File: src/rtl/i2c_slave_regfile_pkg.sv
// Shared I2C slave constants: FSM encodings and
// register-file defaults.
package i2c_slave_regfile_pkg;

  localparam int         ADDR_W_DEF    = 4;
  localparam logic [7:0] RESET_VAL_DEF = 8'h00;

  typedef enum logic [1:0] {
    IDLE = 2'd0,
    PTR  = 2'd1,
    DATA = 2'd2
  } state_e;

endpackage

File: src/rtl/i2c_slave_regfile_edge_rise.sv
// Rising-edge detector; the previous sample resets to 1.
// Ports: clk, reset (async low), d_i level, rise_o pulse.
module edge_rise (
  input  logic clk,
  input  logic reset,
  input  logic d_i,
  output logic rise_o
);

  logic prev_q;

  // Reset to 1 so a level already high at release
  // is not seen as an edge.
  always_ff @(posedge clk or negedge reset) begin
    if (!reset) prev_q <= 1'b1;
    else        prev_q <= d_i;
  end

  assign rise_o = d_i & ~prev_q;

endmodule

File: src/rtl/i2c_slave_regfile.sv
// I2C slave register file: pointer/data write FSM,
// auto-increment reads, local host write port.
// Ports: clk, reset (async low); I2C side txn_start,
// rx_data/rx_valid, tx_req, tx_data; host side
// host_addr/wdata/we, host_rdata; wr_strobe/wr_addr
// report I2C writes; host_collision flags drops.
module i2c_slave_regfile
  import i2c_slave_regfile_pkg::*;
#(
  parameter int         ADDR_W    = ADDR_W_DEF,
  parameter logic [7:0] RESET_VAL = RESET_VAL_DEF
) (
  input  logic              clk,
  input  logic              reset,
  input  logic              txn_start,
  input  logic [7:0]        rx_data,
  input  logic              rx_valid,
  input  logic              tx_req,
  output logic [7:0]        tx_data,
  input  logic [ADDR_W-1:0] host_addr,
  input  logic [7:0]        host_wdata,
  input  logic              host_we,
  output logic [7:0]        host_rdata,
  output logic              wr_strobe,
  output logic [ADDR_W-1:0] wr_addr,
  output logic              host_collision
);

  localparam int NREG = 2 ** ADDR_W;

  logic start_e;
  logic rx_e;
  logic tx_e;

  edge_rise u_start (
    .clk   (clk),
    .reset (reset),
    .d_i   (txn_start),
    .rise_o(start_e)
  );

  edge_rise u_rx (
    .clk   (clk),
    .reset (reset),
    .d_i   (rx_valid),
    .rise_o(rx_e)
  );

  edge_rise u_tx (
    .clk   (clk),
    .reset (reset),
    .d_i   (tx_req),
    .rise_o(tx_e)
  );

  state_e            state_q;
  state_e            state_d;
  logic [ADDR_W-1:0] ptr_q;
  logic [ADDR_W-1:0] ptr_d;
  logic              i2c_we;
  logic              coll;

  logic [7:0]        regs_q [NREG];
  logic [7:0]        tx_data_q;
  logic [7:0]        host_rdata_q;
  logic              wr_strobe_q;
  logic [ADDR_W-1:0] wr_addr_q;
  logic              host_coll_q;

  // START wins over rx/tx; rx wins over tx so a
  // simultaneous pair bumps the pointer only once.
  always_comb begin
    state_d = state_q;
    ptr_d   = ptr_q;
    i2c_we  = 1'b0;
    priority case (1'b1)
      start_e: state_d = PTR;
      rx_e: begin
        unique case (state_q)
          PTR: begin
            ptr_d   = rx_data[ADDR_W-1:0];
            state_d = DATA;
          end
          DATA: begin
            i2c_we = 1'b1;
            ptr_d  = ptr_q + ADDR_W'(1);
          end
          default: ;
        endcase
      end
      tx_e: begin
        if (state_q != IDLE)
          ptr_d = ptr_q + ADDR_W'(1);
      end
      default: ;
    endcase
  end

  assign coll = host_we & i2c_we
              & (host_addr == ptr_q);

  always_ff @(posedge clk or negedge reset) begin
    if (!reset) begin
      state_q <= IDLE;
      ptr_q   <= '0;
    end else begin
      state_q <= state_d;
      ptr_q   <= ptr_d;
    end
  end

  always_ff @(posedge clk or negedge reset) begin
    if (!reset) begin
      for (int i = 0; i < NREG; i++)
        regs_q[i] <= RESET_VAL;
    end else begin
      for (int i = 0; i < NREG; i++) begin
        if (i2c_we && ptr_q == ADDR_W'(i))
          regs_q[i] <= rx_data;
        else if (host_we && host_addr == ADDR_W'(i))
          regs_q[i] <= host_wdata;
      end
    end
  end

  always_ff @(posedge clk or negedge reset) begin
    if (!reset) begin
      tx_data_q    <= RESET_VAL;
      host_rdata_q <= RESET_VAL;
      wr_strobe_q  <= 1'b0;
      wr_addr_q    <= '0;
      host_coll_q  <= 1'b0;
    end else begin
      tx_data_q    <= regs_q[ptr_q];
      host_rdata_q <= regs_q[host_addr];
      wr_strobe_q  <= i2c_we;
      host_coll_q  <= coll;
      if (i2c_we)
        wr_addr_q <= ptr_q;
    end
  end

  assign tx_data        = tx_data_q;
  assign host_rdata     = host_rdata_q;
  assign wr_strobe      = wr_strobe_q;
  assign wr_addr        = wr_addr_q;
  assign host_collision = host_coll_q;

endmodule

File: config.mk
export PLATFORM = sky130hd
export DESIGN_NAME = i2c_slave_regfile
export DESIGN_NICKNAME = d
export VERILOG_FILES = /design/src/rtl/i2c_slave_regfile_pkg.sv /design/src/rtl/i2c_slave_regfile_edge_rise.sv /design/src/rtl/i2c_slave_regfile.sv
export SDC_FILE = /design/constraint.sdc
export NUM_CORES = 1
export LEC_CHECK = 0
export ABC_AREA = 1
export CAP_MARGIN = 20
export CORE_MARGIN = 1
export CORE_UTILIZATION = 40
export DETAILED_ROUTE_END_ITERATION = 10
export SKIP_CTS_REPAIR_TIMING = 1
export SLEW_MARGIN = 40
export SYNTH_ARGS = -nofsm -noshare
export SYNTH_HDL_FRONTEND = slang
export SYNTH_SLANG_ARGS = --single-unit
File: constraint.sdc
create_clock -name clk -period 2.8 [get_ports clk]
set_input_delay 0.56 -clock clk [delete_from_list [all_inputs] [get_ports clk]]
set_output_delay 0.56 -clock clk [all_outputs]
set_load 0.02 [all_outputs]
# Word level (Yosys, flattened, before mapping)
# Cells that the tools add are included.
# totals
elab_cells	179
n_memories	0
ram_bits	0
reg_bits	159
output_inout_bits	22
latch_bits	0
rom_bits	0
input_bits	26
# op_classes
div_mod_pow	0
eq_ne	34
order_cmp	2
n_mux	48
bitwise_logic	11
n_reduce_logical	57
n_mul	0
n_addsub	1
shifts	0
# ops
operator	count
8-bit two-way mux	36
8-bit binary-select mux with 4-bit select	2
4-bit equality test, second input constant	16
2-bit nonzero test	21
4-bit by 3-bit equality test with 1-bit output, second input constant	8
1-bit logical AND	32
4-bit by 2-bit equality test with 1-bit output, second input constant	4
4-bit two-way mux	3
5-bit greater-or-equal comparator, second input constant	2
4-bit NOT with 5-bit output	2
4-bit by 1-bit equality test with 1-bit output, second input constant	2
4-bit logical NOT	2
4-bit case mux with 2 select lines	1
2-bit two-way mux	3
1-bit bitwise AND	5
4-bit by 1-bit adder with 4-bit output, second input constant	1
4-bit equality test	1
1-bit NOT	4
4-bit AND reduction	1
1-bit two-way mux	3
3-bit by 1-bit != test with 1-bit output, second input constant	1
2-bit by 1-bit equality test with 1-bit output, second input constant	1
2-bit equality test, second input constant	1
2-bit AND reduction	1

# Depth between registers and ports, before layout
# depth
ltp_word	6
depth_mapped	12
ltp_nobuf	9

# Cells and area by module
# Synthesis repeated with hierarchy kept, for this count alone.
# unflattened
cells_unflattened	1719
hier_area_um2	10791.6
# by_module_without_submodules
mod	cells_per_inst	seq_area_each_um2	area_each_um2	instances
i2c_slave_regfile	1710	3903.7	10682.7	1
edge_rise	3	26.3	36.3	3

# Worst setup path before layout
# No wires, ideal clock.
# synth_timing
path_kind	reg2reg
start	register ptr_q[1]
end	register regs_q[56] in the netlist's numbering
stages_incl_launch_ff	12
setup_time_ns	0.117
t_arrival_ns	2.095
required_ns	2.683
synth_period_minus_slack_ns	2.212
path_slack_ns	0.588
path_buffers	4
cell_sequence	dfrtp_1 -> buf_2 -> clkinv_1 -> buf_1 -> ha_1 -> buf_2 -> inv_1 -> nor2_2 -> nand2_2 -> buf_2 -> nand3_1 -> nand2_1
# synth_via
elab_chain_cells	3
word_cells_on_any_way	4
cone_classes	1 x eq/ne; 1 x mux; 2 x reduce/logical
# synth_lines
element	line_no	source
start: declaration	i2c_slave_regfile.sv:58	logic [ADDR_W-1:0] ptr_q;
start signal: assignment	i2c_slave_regfile.sv:108	ptr_q <= ptr_d;
4-bit equality test *	i2c_slave_regfile.sv:118	if (i2c_we && ptr_q == ADDR_W'(i))
1-bit logical AND *	i2c_slave_regfile.sv:118	
8-bit two-way mux or 2-bit nonzero test (tied branches)	--	
end signal: indexed assignment	i2c_slave_regfile.sv:119	regs_q[i] <= rx_data;
end signal: indexed assignment	i2c_slave_regfile.sv:121	regs_q[i] <= host_wdata;
end: declaration	i2c_slave_regfile.sv:63	logic [7:0] regs_q [NREG];
# Mark *: on every way between the ends. The rest lies on a longest branch, timed or not.
# A chain may end at the register's enable or synchronous reset.

# Worst setup path in the final report
# layout_timing
start	register ptr_q[1]
end	register regs_q[51] in the netlist's numbering
# Same word-level chain as after synthesis.

==> results <==
- The run finished with clean final reports.
- For the worst-skew pair, the clock arrives at the later sink with an insertion delay of 440 ps.
- The die is 171.7 microns wide.
- From synthesis to final layout, the design area changed by 13.98%.
- The share of layout cells above drive strength 1 is 0.07047.
- The worst setup path is captured at a flip-flop.
- The count of fill cells added during filler insertion is 3028.
- The sequential area share after synthesis is 0.3458.
- For the pin with the worst max-slew slack, the measured transition is 834.6 ps.
- The final hold violation count came to 0.
- sky130_fd_sc_hd__nand2_1 takes more of the synthesized area than any other cell.
- The class of the most critical setup path is reg2reg.
- The number of antenna diodes in the final layout is 0.
- Across the run, the number of max-cap violations was 0.
- During synthesis, Yosys emitted a total of 0 warnings.
- The post-route DRC violation count is 0.
- The core utilization of the finished layout is 0.4673.
- Setup repair after global routing left no endpoint under its margin.
- The number of buffers created by CTS is 17.
- The count of buffers added on input and output ports is 47.
- The total of endpoints with negative setup slack in the final report is 0.
- Dividing the synthesized area by the synthesized cell count gives 5.831 sq um.
- The via count of the first global-routing pass is 11300.
- The routed wirelength normalized by instance count is 17.84 microns.
- The worst path buffer plus inverter count is 3.
- Ranked by instance count, the synthesized netlist is headed by sky130_fd_sc_hd__nand2_1 (1060), sky130_fd_sc_hd__nand3_1 (331), sky130_fd_sc_hd__inv_1 (206), sky130_fd_sc_hd__dfrtp_1 (156), sky130_fd_sc_hd__clkbuf_1 (39).
- The count of routing violations after the opening detailed-route iteration is 1566.
- The final wirelength is 42.70 mm.
- The fraction of synthesis flops using an asynchronous set or reset pin is 1.000.
- In the finished design, the share of the clock period the worst path needs comes to 0.8394.
- The required time of the critical path is 3110 ps.
- The signal on the critical path passes through clkinv_1, buf_4, ha_1, inv_1, nor2_2, nand2_2, nand3_1, nand2_1.
- On the critical path, the stage with the largest delay is an instance of sky130_fd_sc_hd__nor2_2.
- The area of the core region is 28090 sq um.
- The maximum number of pins on one net before global-route repair is 67.
- The number of antenna violations at the first check in global routing is 0.
- The final layout net count is 2032.
- TritonCTS built the clock tree.
- Grouping stages by cell kind, the critical path spends the most delay in simple AND/OR/NAND/NOR gates.
- For this design the top-level I/O count stands at 48.
- IR analysis of the VDD net gives a maximum drop of 0.0006728 V.
- The aggregate global routing overflow is 0.
- The first-pass GRT wire length is 66.17 mm.
- The congestion estimate from routability-driven global placement came to 0.9182.
- The buffer depth of the longest clock path is 2.
- For this design the static power due to leakage is 7.505 nW.
- STA puts the critical path data arrival time at 2660 ps.
- The worst setup path is launched from a flip-flop.
- Before antenna repair, the detailed router went through 6 iterations.
- The tightest min-delay check is of the in2async type.
- After synthesis the netlist holds a flip-flop and latch count of 159.
- The design draws 10.56 mW.
- The number of levels the H-tree was split into is 4.
- The floorplan die area is 29470 sq um.
- The worst setup skew after layout is 15.48 ps.
- The cell area after technology mapping is 11520 sq um.
- Among all cell types in the netlist, the one instantiated most often is sky130_fd_sc_hd__nand2_1.
- Detailed routing inserted a total of 12610 vias.
- The power per unit of standard cell area is 804.2 nW/um^2.
- For this run, the leading register cell type out of synthesis is sky130_fd_sc_hd__dfrtp_1.
- The post-detailed-placement half-perimeter wirelength is 29.25 mm.
- The worst max-slew margin expressed relative to the limit is 0.4436.
- The peak per-stage delay on the critical path is 440 ps.
- The number of distinct library cells after synthesis is 23.
- The number of sinks handled by clock tree synthesis is 159.
- By area the synthesized netlist is led by sky130_fd_sc_hd__nand2_1 (35%), sky130_fd_sc_hd__dfrtp_1 (34%), sky130_fd_sc_hd__nand3_1 (14%).
- In this run the worst path has a maximum fanout of 35.
- The number of cells traversed by the worst register-to-register path is 8.
- The via density per instance is 5.269.
- The peak clock frequency supported by timing is 425.5 MHz.
- The floorplan has 61 rows.
- In the global route stage, overall resource usage came out at 0.3005.
- Clock-pin slew was measured on the worst setup and hold paths at 70 ps.
- The top-area cell type share of the netlist area is 0.3455.
- The cell count after synthesis is 1975.
- Clock tree synthesis selected as its root buffer the cell sky130_fd_sc_hd__clkbuf_16.
- In this run the number of cells on the critical path is 8.
- The count of final max-slew check failures is 0.
- The starting density of the core is 0.4100.
- The setup TNS is 0 ps.
- The number of flops mapped to enable cells by yosys is 0.
- The minimum clock period after layout is 2350 ps.
- The die boundary height is 171.7 microns.
- The detail route stage leaves a number of antenna-violating nets equal to 0.
- The net count after synthesis is 2005.
-- worst reg2reg max path, stage by stage, from the launching register on --
cell and delay (ps):
sky130_fd_sc_hd__dfrtp_1 390, sky130_fd_sc_hd__clkinv_1 70, sky130_fd_sc_hd__buf_4 410, sky130_fd_sc_hd__ha_1 230
sky130_fd_sc_hd__inv_1 170, sky130_fd_sc_hd__nor2_2 440, sky130_fd_sc_hd__nand2_2 300, sky130_fd_sc_hd__nand3_1 150
sky130_fd_sc_hd__nand2_1 70
-- power by group --
| group | switching [mW] | internal, mW | leakage, nW |
|---|---|---|---|
| registers | 0.630 | 2.96 | 2.01 |
| clock network | 1.04 | 1.48 | 0.291 |
| logic | 3.02 | 1.42 | 5.20 |
-- cells by family after synthesis --
logic type	after synthesis	share of synthesized area
DFF	159	0.3458
xor gates and xnor gates	3	0.002282
AOI/OAI and AO/OA	13	0.006193
and+or+nand+nor	1480	0.5323
adders and majority gates	4	0.004346
buffers and inverters	316	0.1091
-- through the flow --
step	hold slack, ps	std cells	area (sq um)	worst slack, ps
5_1_grt	121.3	2393	13130	320.2
4_1_cts	102.6	2393	13130	535.6
6_report	82.68	2393	13130	449.8
2_1_floorplan	264.4	1975	11520	588.4
3_3_place_gp	480.9	2361	12520	146.2
3_5_place_dp	476.3	2361	12520	133.9
-- metal layers --
| layer | vias up | global-route usage | share of wire |
|---|---|---|---|
| met5 | - | 0 | 0 |
| met4 | 0 | 0.1106 | 0.036 |
| met3 | 86 | 0.03682 | 0.078 |
| met2 | 607 | 0.4644 | 0.44 |
| met1 | 5815 | 0.4271 | 0.44 |
| li1 | 6101 | - | - |
-- cell usage in the layout, fill, tap and decap left out, drive strengths merged, types with 8 or more instances in the layout --
| cell type | netlist | routed |
|---|---|---|
| nand2 | 1071 | 1071 |
| nand3 | 331 | 331 |
| inv | 216 | 218 |
| dfrtp | 156 | 156 |
| buf | 57 | 59 |
| nor2 | 57 | 57 |
| clkdlybuf4s50 | 0 | 45 |
| clkbuf | 39 | 24 |
| nand4 | 21 | 21 |
| o21ai | 8 | 8 |
-- layout make-up --
type	count	area, sq um	share of cell area
Inverter	220	825.8	0.06291
Clock inverter	8	127.6	0.009723
Tap cell	378	473.0	0.03603
Timing Repair Buffer	104	957.2	0.07292
Multi-Input combinational cell	1500	6277	0.4782
Clock buffer	24	481.7	0.03670
Sequential cell	159	3984	0.3035
-- flip-flops by register name (all words and copies together) (netlist names) --
signal and count:
host_collision 1, host_rdata 8, ptr_q 4, regs_q 128, state_q 2, tx_data 8
u_rx.prev_q 1, u_start.prev_q 1, u_tx.prev_q 1, wr_addr 4, wr_strobe 1
-- final timing paths --
check                      startpoint          to  slack [ps]
max                          ptr_q[1]  regs_q[51]         450
min                             reset  regs_q[40]          80
max reg2reg                  ptr_q[1]  regs_q[51]         450
min reg2reg                wr_addr[1]  wr_addr[1]         500
max in group asynchronous       reset  regs_q[91]        1980
min in group clk           wr_addr[1]  wr_addr[1]         500
Power figures use the tool's default switching activity.
